[src/rtl/mpmc11_resp_burst_tracker.sv]
// Purpose : tracks up to DEPTH outstanding read bursts (channel + length) and tags returning response beats.
// Latency : 1 cycle from resp_valid to the registered beat_valid/beat_chan/beat_cnt/beat_last.
// Backpressure: cmd_ready drops when the burst FIFO is full or during flush; responses are never stalled.
//
// Ports:
//   clk, rstn             clock, synchronous active-low reset
//   flush                 abort all outstanding bursts (discards same-cycle cmd/resp)
//   cmd_valid/cmd_ready   burst issue handshake; cmd_chan owns it, cmd_len = beats-1
//   resp_valid            one response beat returned from memory
//   beat_valid/chan/cnt/last  registered per-beat tag of the matched beat
//   busy, count           FIFO occupancy status
//   err_unexp             sticky flag: a beat arrived with nothing outstanding
module mpmc11_resp_burst_tracker #(
    parameter int CHANNELS = 8,
    parameter int LENW     = 6,
    parameter int DEPTH    = 4,
    localparam int CW      = (CHANNELS > 1) ? $clog2(CHANNELS) : 1,
    localparam int PW      = $clog2(DEPTH),
    localparam int CNTW    = $clog2(DEPTH + 1)
) (
    input  logic            clk,
    input  logic            rstn,
    input  logic            flush,
    input  logic            cmd_valid,
    output logic            cmd_ready,
    input  logic [CW-1:0]   cmd_chan,
    input  logic [LENW-1:0] cmd_len,
    input  logic            resp_valid,
    output logic            beat_valid,
    output logic [CW-1:0]   beat_chan,
    output logic [LENW-1:0] beat_cnt,
    output logic            beat_last,
    output logic            busy,
    output logic [CNTW-1:0] count,
    output logic            err_unexp
);

    localparam logic [CNTW-1:0] FULL_CNT = CNTW'(DEPTH);

    // Burst FIFO storage (no reset needed: only read when count != 0)
    logic [CW-1:0]   chan_mem_q [DEPTH];
    logic [LENW-1:0] len_mem_q  [DEPTH];

    logic [PW-1:0]   wr_ptr_q, wr_ptr_d;
    logic [PW-1:0]   rd_ptr_q, rd_ptr_d;
    logic [CNTW-1:0] count_q, count_d;
    logic [LENW-1:0] cnt_q, cnt_d;

    logic            beat_valid_q, beat_valid_d;
    logic [CW-1:0]   beat_chan_q, beat_chan_d;
    logic [LENW-1:0] beat_cnt_q, beat_cnt_d;
    logic            beat_last_q, beat_last_d;
    logic            err_q, err_d;

    logic            full;
    logic            push;
    logic            match;
    logic            pop;
    logic            is_last;
    logic [CW-1:0]   head_chan;
    logic [LENW-1:0] head_len;

    assign full      = (count_q == FULL_CNT);
    assign busy      = (count_q != '0);
    assign cmd_ready = !full && !flush;

    assign head_chan = chan_mem_q[rd_ptr_q];
    assign head_len  = len_mem_q[rd_ptr_q];
    assign is_last   = (cnt_q == head_len);

    // cmd_ready already excludes flush, so a flushed push is dropped here.
    assign push  = cmd_valid && cmd_ready;
    // busy is pre-push occupancy: a beat can never match a burst pushed this cycle.
    assign match = resp_valid && busy && !flush;
    assign pop   = match && is_last;

    always_comb begin
        wr_ptr_d     = wr_ptr_q;
        rd_ptr_d     = rd_ptr_q;
        count_d      = count_q;
        cnt_d        = cnt_q;
        beat_valid_d = 1'b0;
        beat_chan_d  = beat_chan_q;
        beat_cnt_d   = beat_cnt_q;
        beat_last_d  = beat_last_q;
        err_d        = err_q;

        if (flush) begin
            wr_ptr_d = '0;
            rd_ptr_d = '0;
            count_d  = '0;
            cnt_d    = '0;
        end else begin
            if (push) begin
                wr_ptr_d = wr_ptr_q + PW'(1);
            end
            if (pop) begin
                rd_ptr_d = rd_ptr_q + PW'(1);
            end
            case ({push, pop})
                2'b10:   count_d = count_q + CNTW'(1);
                2'b01:   count_d = count_q - CNTW'(1);
                default: count_d = count_q;
            endcase

            if (match) begin
                beat_valid_d = 1'b1;
                beat_chan_d  = head_chan;
                beat_cnt_d   = cnt_q;
                beat_last_d  = is_last;
                // cnt stops at head_len, so it can never wrap even for the max length.
                cnt_d        = is_last ? '0 : cnt_q + LENW'(1);
            end else if (resp_valid) begin
                err_d = 1'b1;
            end
        end
    end

    always_ff @(posedge clk) begin
        if (push) begin
            chan_mem_q[wr_ptr_q] <= cmd_chan;
            len_mem_q[wr_ptr_q]  <= cmd_len;
        end
    end

    always_ff @(posedge clk) begin
        if (!rstn) begin
            wr_ptr_q     <= '0;
            rd_ptr_q     <= '0;
            count_q      <= '0;
            cnt_q        <= '0;
            beat_valid_q <= 1'b0;
            beat_chan_q  <= '0;
            beat_cnt_q   <= '0;
            beat_last_q  <= 1'b0;
            err_q        <= 1'b0;
        end else begin
            wr_ptr_q     <= wr_ptr_d;
            rd_ptr_q     <= rd_ptr_d;
            count_q      <= count_d;
            cnt_q        <= cnt_d;
            beat_valid_q <= beat_valid_d;
            beat_chan_q  <= beat_chan_d;
            beat_cnt_q   <= beat_cnt_d;
            beat_last_q  <= beat_last_d;
            err_q        <= err_d;
        end
    end

    assign beat_valid = beat_valid_q;
    assign beat_chan  = beat_chan_q;
    assign beat_cnt   = beat_cnt_q;
    assign beat_last  = beat_last_q;
    assign count      = count_q;
    assign err_unexp  = err_q;

endmodule
[config.mk]
export PLATFORM = sky130hd
export DESIGN_NAME = mpmc11_resp_burst_tracker
export DESIGN_NICKNAME = d
export VERILOG_FILES = /design/src/rtl/mpmc11_resp_burst_tracker.sv
export SDC_FILE = /design/constraint.sdc
export NUM_CORES = 1
export LEC_CHECK = 0
export ABC_AREA = 1
export CORE_UTILIZATION = 43
export DETAILED_ROUTE_END_ITERATION = 10
export HOLD_SLACK_MARGIN = 0.05
export PLACE_DENSITY_LB_ADDON = 0.3
export REMOVE_ABC_BUFFERS = 1
export SLEW_MARGIN = 40
export SYNTH_ARGS = -nofsm -noshare
export SYNTH_HDL_FRONTEND = slang
export SYNTH_SLANG_ARGS = --single-unit
export TNS_END_PERCENT = 10
[constraint.sdc]
create_clock -name clk -period 3.1 [get_ports clk]
set_input_delay 0.62 -clock clk [delete_from_list [all_inputs] [get_ports clk]]
set_output_delay 0.62 -clock clk [all_outputs]
set_load 0.02 [all_outputs]
Word-level counts from Yosys, hierarchy flattened:

Memories as Yosys holds them, arrays and structs flattened. A register that Yosys moved wholly into a read port is not among the register bits.
Index checks and enable logic that the tools add are counted.

* register bits after elaboration: 22
* latch bits: 0
* memory bits (writable): 36
* ROM bits: 0
* input bits: 14
* word-level logic and storage cells: 42
* memories kept: 2

Memory list
* len_mem_q: depth 4, width 6, read ports 1, clocked after memory_dff 1, write ports 1, line 42 `logic [LENW-1:0] len_mem_q [DEPTH];`
* chan_mem_q: depth 4, width 3, read ports 1, clocked after memory_dff 1, write ports 1, line 41 `logic [CW-1:0] chan_mem_q [DEPTH];`

* add/subtract/negate cells: 5
* multipliers: 0
* divide/modulo/power cells: 0
* $lt $le $gt $ge: 0
* equal/unequal tests: 4
* shift operators: 0
* muxes and demuxes: 7
* bitwise operators: 3
* reduce and logical (&&, ||, !) cells: 13

Operators with widths (number)
* adder 6 x 1 -> 6 bit, second input constant: 1
* == test 6 bit: 1
* 2-to-1 mux 6 bit: 1
* case mux 3 bit (2 select lines): 1
* logical AND 1 bit: 5
* adder 2 x 1 -> 2 bit, second input constant: 2
* 2-to-1 mux 2 bit: 2
* adder 3 x 1 -> 3 bit, second input constant: 1
* == test 3 bit, second input constant: 1
* logical NOT 1 bit: 3
* 2-to-1 mux 1 bit: 3
* NOT 1 bit: 3
* AND reduction 3 bit: 1
* nonzero test 3 bit: 1
* subtractor 3 x 1 -> 3 bit, second input constant: 1
* == test 2 x 1 -> 1 bit, second input constant: 1
* == test 2 bit, second input constant: 1
* AND reduction 2 bit: 1
* nonzero test 2 bit: 1
* OR reduction 2 bit: 1

Depth between registers and ports, before layout:

* depth after elaboration: 6
* depth in mapped cells: 17

Least setup slack after synthesis:

No wires, ideal clock.

* path type: register to register
* start point: register count_q[1], in the netlist count[1]
* end point: register count_q[1], in the netlist count[1]
* setup time: 64 ps
* arrival time: 2246 ps
* slack: 790 ps
* stages on the path, launching flop included: 10
* cells stage by stage: dfxtp_1 > inv_1 > a31oi_1 > nand2_1 > ha_1 > inv_1 > fa_1 > nor2_1 > a21oi_1 > nor2_1

* longest elaborated chain between the ends: 6
* elaborated cells on any way between the ends: 14
* those cells by class: 2 x add/sub; 3 x eq/ne; 1 x mux; 8 x reduce/logical

Ends and longest elaborated chain
* start: declaration: line 46 `logic [CNTW-1:0] count_q, count_d;`
* start signal: assignment: line 140 `count_q <= count_d;`
* == test 3 bit (*): line 63 `assign full = (count_q == FULL_CNT);`
* logical NOT 1 bit (*): line 65 `assign cmd_ready = !full && !flush;`
* logical AND 1 bit (*): line 65
* named net cmd_ready: line 25 `output logic cmd_ready,`
* logical AND 1 bit (*): line 72 `assign push = cmd_valid && cmd_ready;`
* == test 2 x 1 -> 1 bit or == test 2 bit (tied branches): line 100 `case ({push, pop})`
* case mux 3 bit (2 select lines) or nonzero test 2 bit (tied branches)

Mark *: on every way through the listed nets, which the timed path passes. The rest lies on a longest branch.
A chain may end at the register's enable or synchronous reset.

==> run summary <==
status -> finished clean
cell family with most CP delay -> simple AND/OR/NAND/NOR gates
initial antenna violation count -> 0
crit end category -> flip-flop
sw power -> 0.3752 mW
clock buffers created by TritonCTS -> 9
TritonCTS clock tree -> built
Layout area overhead -> 21.59%
Sw Share -> 23.51%
worst slack, placed -> 0.3265 ns
post-route clock period utilization -> 84.35%
Synth Area in Adders -> 3.537%
core area -> 5991 µm²
Synth Instances -> 273
Finish-stage setup viols -> 0
H-tree lvl count -> 3
crit-path max cell delay -> 0.53 ns
sequential share of power -> 56.4%
total chip power -> 1.596 mW
Worst Path Max Fanout -> 7
Final Cell Area -> 3269 µm²
Routed WL per cell -> 12.46 µm
actual slew at the worst max-slew pin -> 0.5763 ns
clk buf depth -> 2
GR Overflow Total -> 0
DR vias -> 1911
Starting Density -> 44.88%
Gate power share -> 5.5%
DRT Wirelength -> 4.934 mm
VDD IR max -> 0.2786 mV
Crit path arrival time -> 2.84 ns
Yosys warning count -> 0
Util after Layout -> 54.57%
Port Buf Inserts -> 30
hold crit path type -> reg2reg
Die H -> 81.08 µm
Hold Buf Count CTS -> 0
CP Data Required Time -> 3.33 ns
Seq/Total Area, Yosys -> 60.31%
Leakage -> 1.197 nW
Pins Over Slew Limit -> 0
RSZ-0062 raised after global routing -> false
Sum Neg Setup Slack -> 0 ns
crit path buf inv count -> 2
Synth Area in Compound Gates -> 7.492%
clock latency on the worst-skew pair -> 0.34 ns
Placer Congestion -> 0.7769
Clock Skew -> 0.008794 ns
largest family of logic cells by synthesized area -> simple AND/OR/NAND/NOR gates
final worst slack -> 0.4852 ns
multiplexer area fraction after synthesis -> 0%
Die ar. -> 6573 µm²
DIE WIDTH -> 81.08 µm
HPWL Detailed -> 3.462 mm
# Max-Cap Violations -> 0
first-pass GRT wire length -> 7.852 mm
Layout Cells excl Fill -> 396
initial DRC count -> 80
post-route ant nets -> 0
P_int -> 1.220 mW
worst path cell trace -> inv_2 > nand3_2 > nand2_1 > nand2_1 > nand2_1 > nor2_2 > nand3_4 > nor2_4 > ha_1 > inv_1 > fa_1 > a21oi_1 > o21ai_0 > o21ai_0 > a21oi_1
nets -> 337
largest net degree at the start of global routing -> 21
PD cells -> 488.0 nW/µm²
Slew headroom -> 61.44%
Post CTS Setup Buffer Count -> 0
# diodes -> 0
Achievable Freq -> 382.4 MHz
Post-Synth XOR/XNOR Area -> 1.629%
CTS resizes -> 0
Clock Power Share -> 38.1%
number of placed cells counting well taps -> 380
vias per cell -> 4.826
post-synthesis simple-gate area fraction -> 22.38%
synthesized area per cell -> 9.849 µm²
Root Driver -> clkbuf_8
residual DRC count -> 0
crit path time final -> 2.615 ns
vias in the first global route -> 1708
Total GRT Usage -> 17.13%
hold_ws -> 0.4738 ns
# IOs -> 31
kind of critical path -> reg2reg
CTS clk-pin slew, worst paths -> 0.07 ns
share of layout cells above drive strength 1 -> 11.53%
Cell variety after synth -> 29
slowest cell on the critical path -> dfxtp_1
filler instances -> 527
synthesized flop and latch total -> 63
Critical Path Source Type -> flip-flop
Mapped Area -> 2689 µm²
most frequent CP cell -> nand2_1
Sink Count -> 63
Rows -> 28
Fin. Hold Viols -> 0
DRT Pass-1 Iters -> 4
Placed Area -> 3104 µm²
tightest hold or removal path, cell delays in order, from the launching register on:
cell     delay [ns]
dfxtp_1        0.31
nand2_1        0.06
a21oi_1        0.06
cell usage after synthesis:
| master | number | area share (%) |
|---|---|---|
| a211oi_1 | 1 | 0.28 |
| a21oi_1 | 13 | 2.4 |
| a31oi_1 | 4 | 0.93 |
| buf_2 | 1 | 0.19 |
| buf_4 | 1 | 0.28 |
| buf_6 | 1 | 0.42 |
| clkbuf_1 | 2 | 0.28 |
| dfxtp_1 | 27 | 20 |
| edfxtp_1 | 36 | 40 |
| fa_1 | 1 | 0.74 |
| ha_1 | 6 | 2.8 |
| inv_1 | 23 | 3.2 |
| inv_2 | 2 | 0.28 |
| nand2_1 | 58 | 8.1 |
| nand2_2 | 1 | 0.23 |
| nand3_1 | 16 | 3.0 |
| nand3_2 | 6 | 2.2 |
| nand3_4 | 1 | 0.65 |
| nand3b_1 | 2 | 0.56 |
| nand4_1 | 2 | 0.47 |
| nor2_1 | 38 | 5.3 |
| nor2_2 | 2 | 0.47 |
| nor2_4 | 2 | 0.84 |
| nor3_1 | 1 | 0.19 |
| nor3_2 | 1 | 0.37 |
| o21ai_0 | 19 | 3.5 |
| o21ai_2 | 1 | 0.33 |
| xnor2_1 | 2 | 0.65 |
| xor2_1 | 3 | 0.98 |
kinds of logic (layout without fill, tap and decap cells):
logic type      Yosys count  count (layout)
buf+inv                  30              78
xor+xnor                  5               5
flops                    63              63
fa+ha+maj                 7               7
simple gates            130             130
compound gates           38              38
cells in the final DEF, fill, tap and decap left out:
cell and count:
nand2_1 58, nor2_1 38, edfxtp_1 36, clkdlybuf4s50_1 30, dfxtp_1 27, inv_1 23
o21ai_0 19, nand3_1 16, a21oi_1 13, clkbuf_8 9, buf_4 7, nand3_2 6
ha_1 6, a31oi_1 4, xor2_1 3, inv_2 2, nand3b_1 2, nor2_4 2
nor2_2 2, xnor2_1 2, nand4_1 2, clkinv_2 2, clkinvlp_4 2, nand2_2 1
nand3_4 1, a211oi_1 1, nor3_1 1, o21ai_2 1, nor3_2 1, fa_1 1
clkbuf_1 1, clkinv_4 1, clkinv_1 1
flip-flops by register name, indices dropped and copies added, names as in the netlist, named ones only:
name        flops
len_mem_q      24
chan_mem_q     12
beat_cnt        6
cnt_q           6
beat_chan       3
count           3
rd_ptr_q        2
wr_ptr_q        2
beat_last       1
beat_valid      1
err_unexp       1
power by group through the flow:
stage	clock network, mW	registers, mW	logic (mW)
floorplan	0	0.923	0.0399
global placement	0	0.918	0.0873
detailed placement	0	0.919	0.0890
CTS	0.622	0.900	0.0893
global route	0.654	0.901	0.0994
finish	0.608	0.900	0.0881
cell type report:
type                            count  area, µm²  area share [%]
Sequential cell                    63       1622           49.60
Multi-Input combinational cell    180      942.2           28.82
Timing Repair Buffer               37      352.8           10.79
Clock buffer                       10      127.6           3.904
Inverter                           25      93.84           2.870
Tap cell                           75      93.84           2.870
Clock inverter                      6      37.54           1.148
worst paths after layout:
kind	slack (ns)	to	start	cells after the start
max reg2reg	0.49	count[2]	flip-flop	15
max	0.49	count[2]	flip-flop	15
min	0.47	beat_cnt[0]	beat_cnt[0]	2
min reg2reg	0.47	beat_cnt[0]	beat_cnt[0]	2
per-layer routing:
| metal | vias to the layer above | global-route usage, % | routed length, µm |
|---|---|---|---|
| met3 | 11 | 4.045 | 161 |
| met4 | 0 | 12.32 | 135 |
| met2 | 35 | 26.30 | 2250 |
| li1 | 997 | - | - |
| met5 | - | 0 | 0 |
| met1 | 868 | 21.12 | 2386 |
Note: power is estimated with default switching activity, not from simulation.
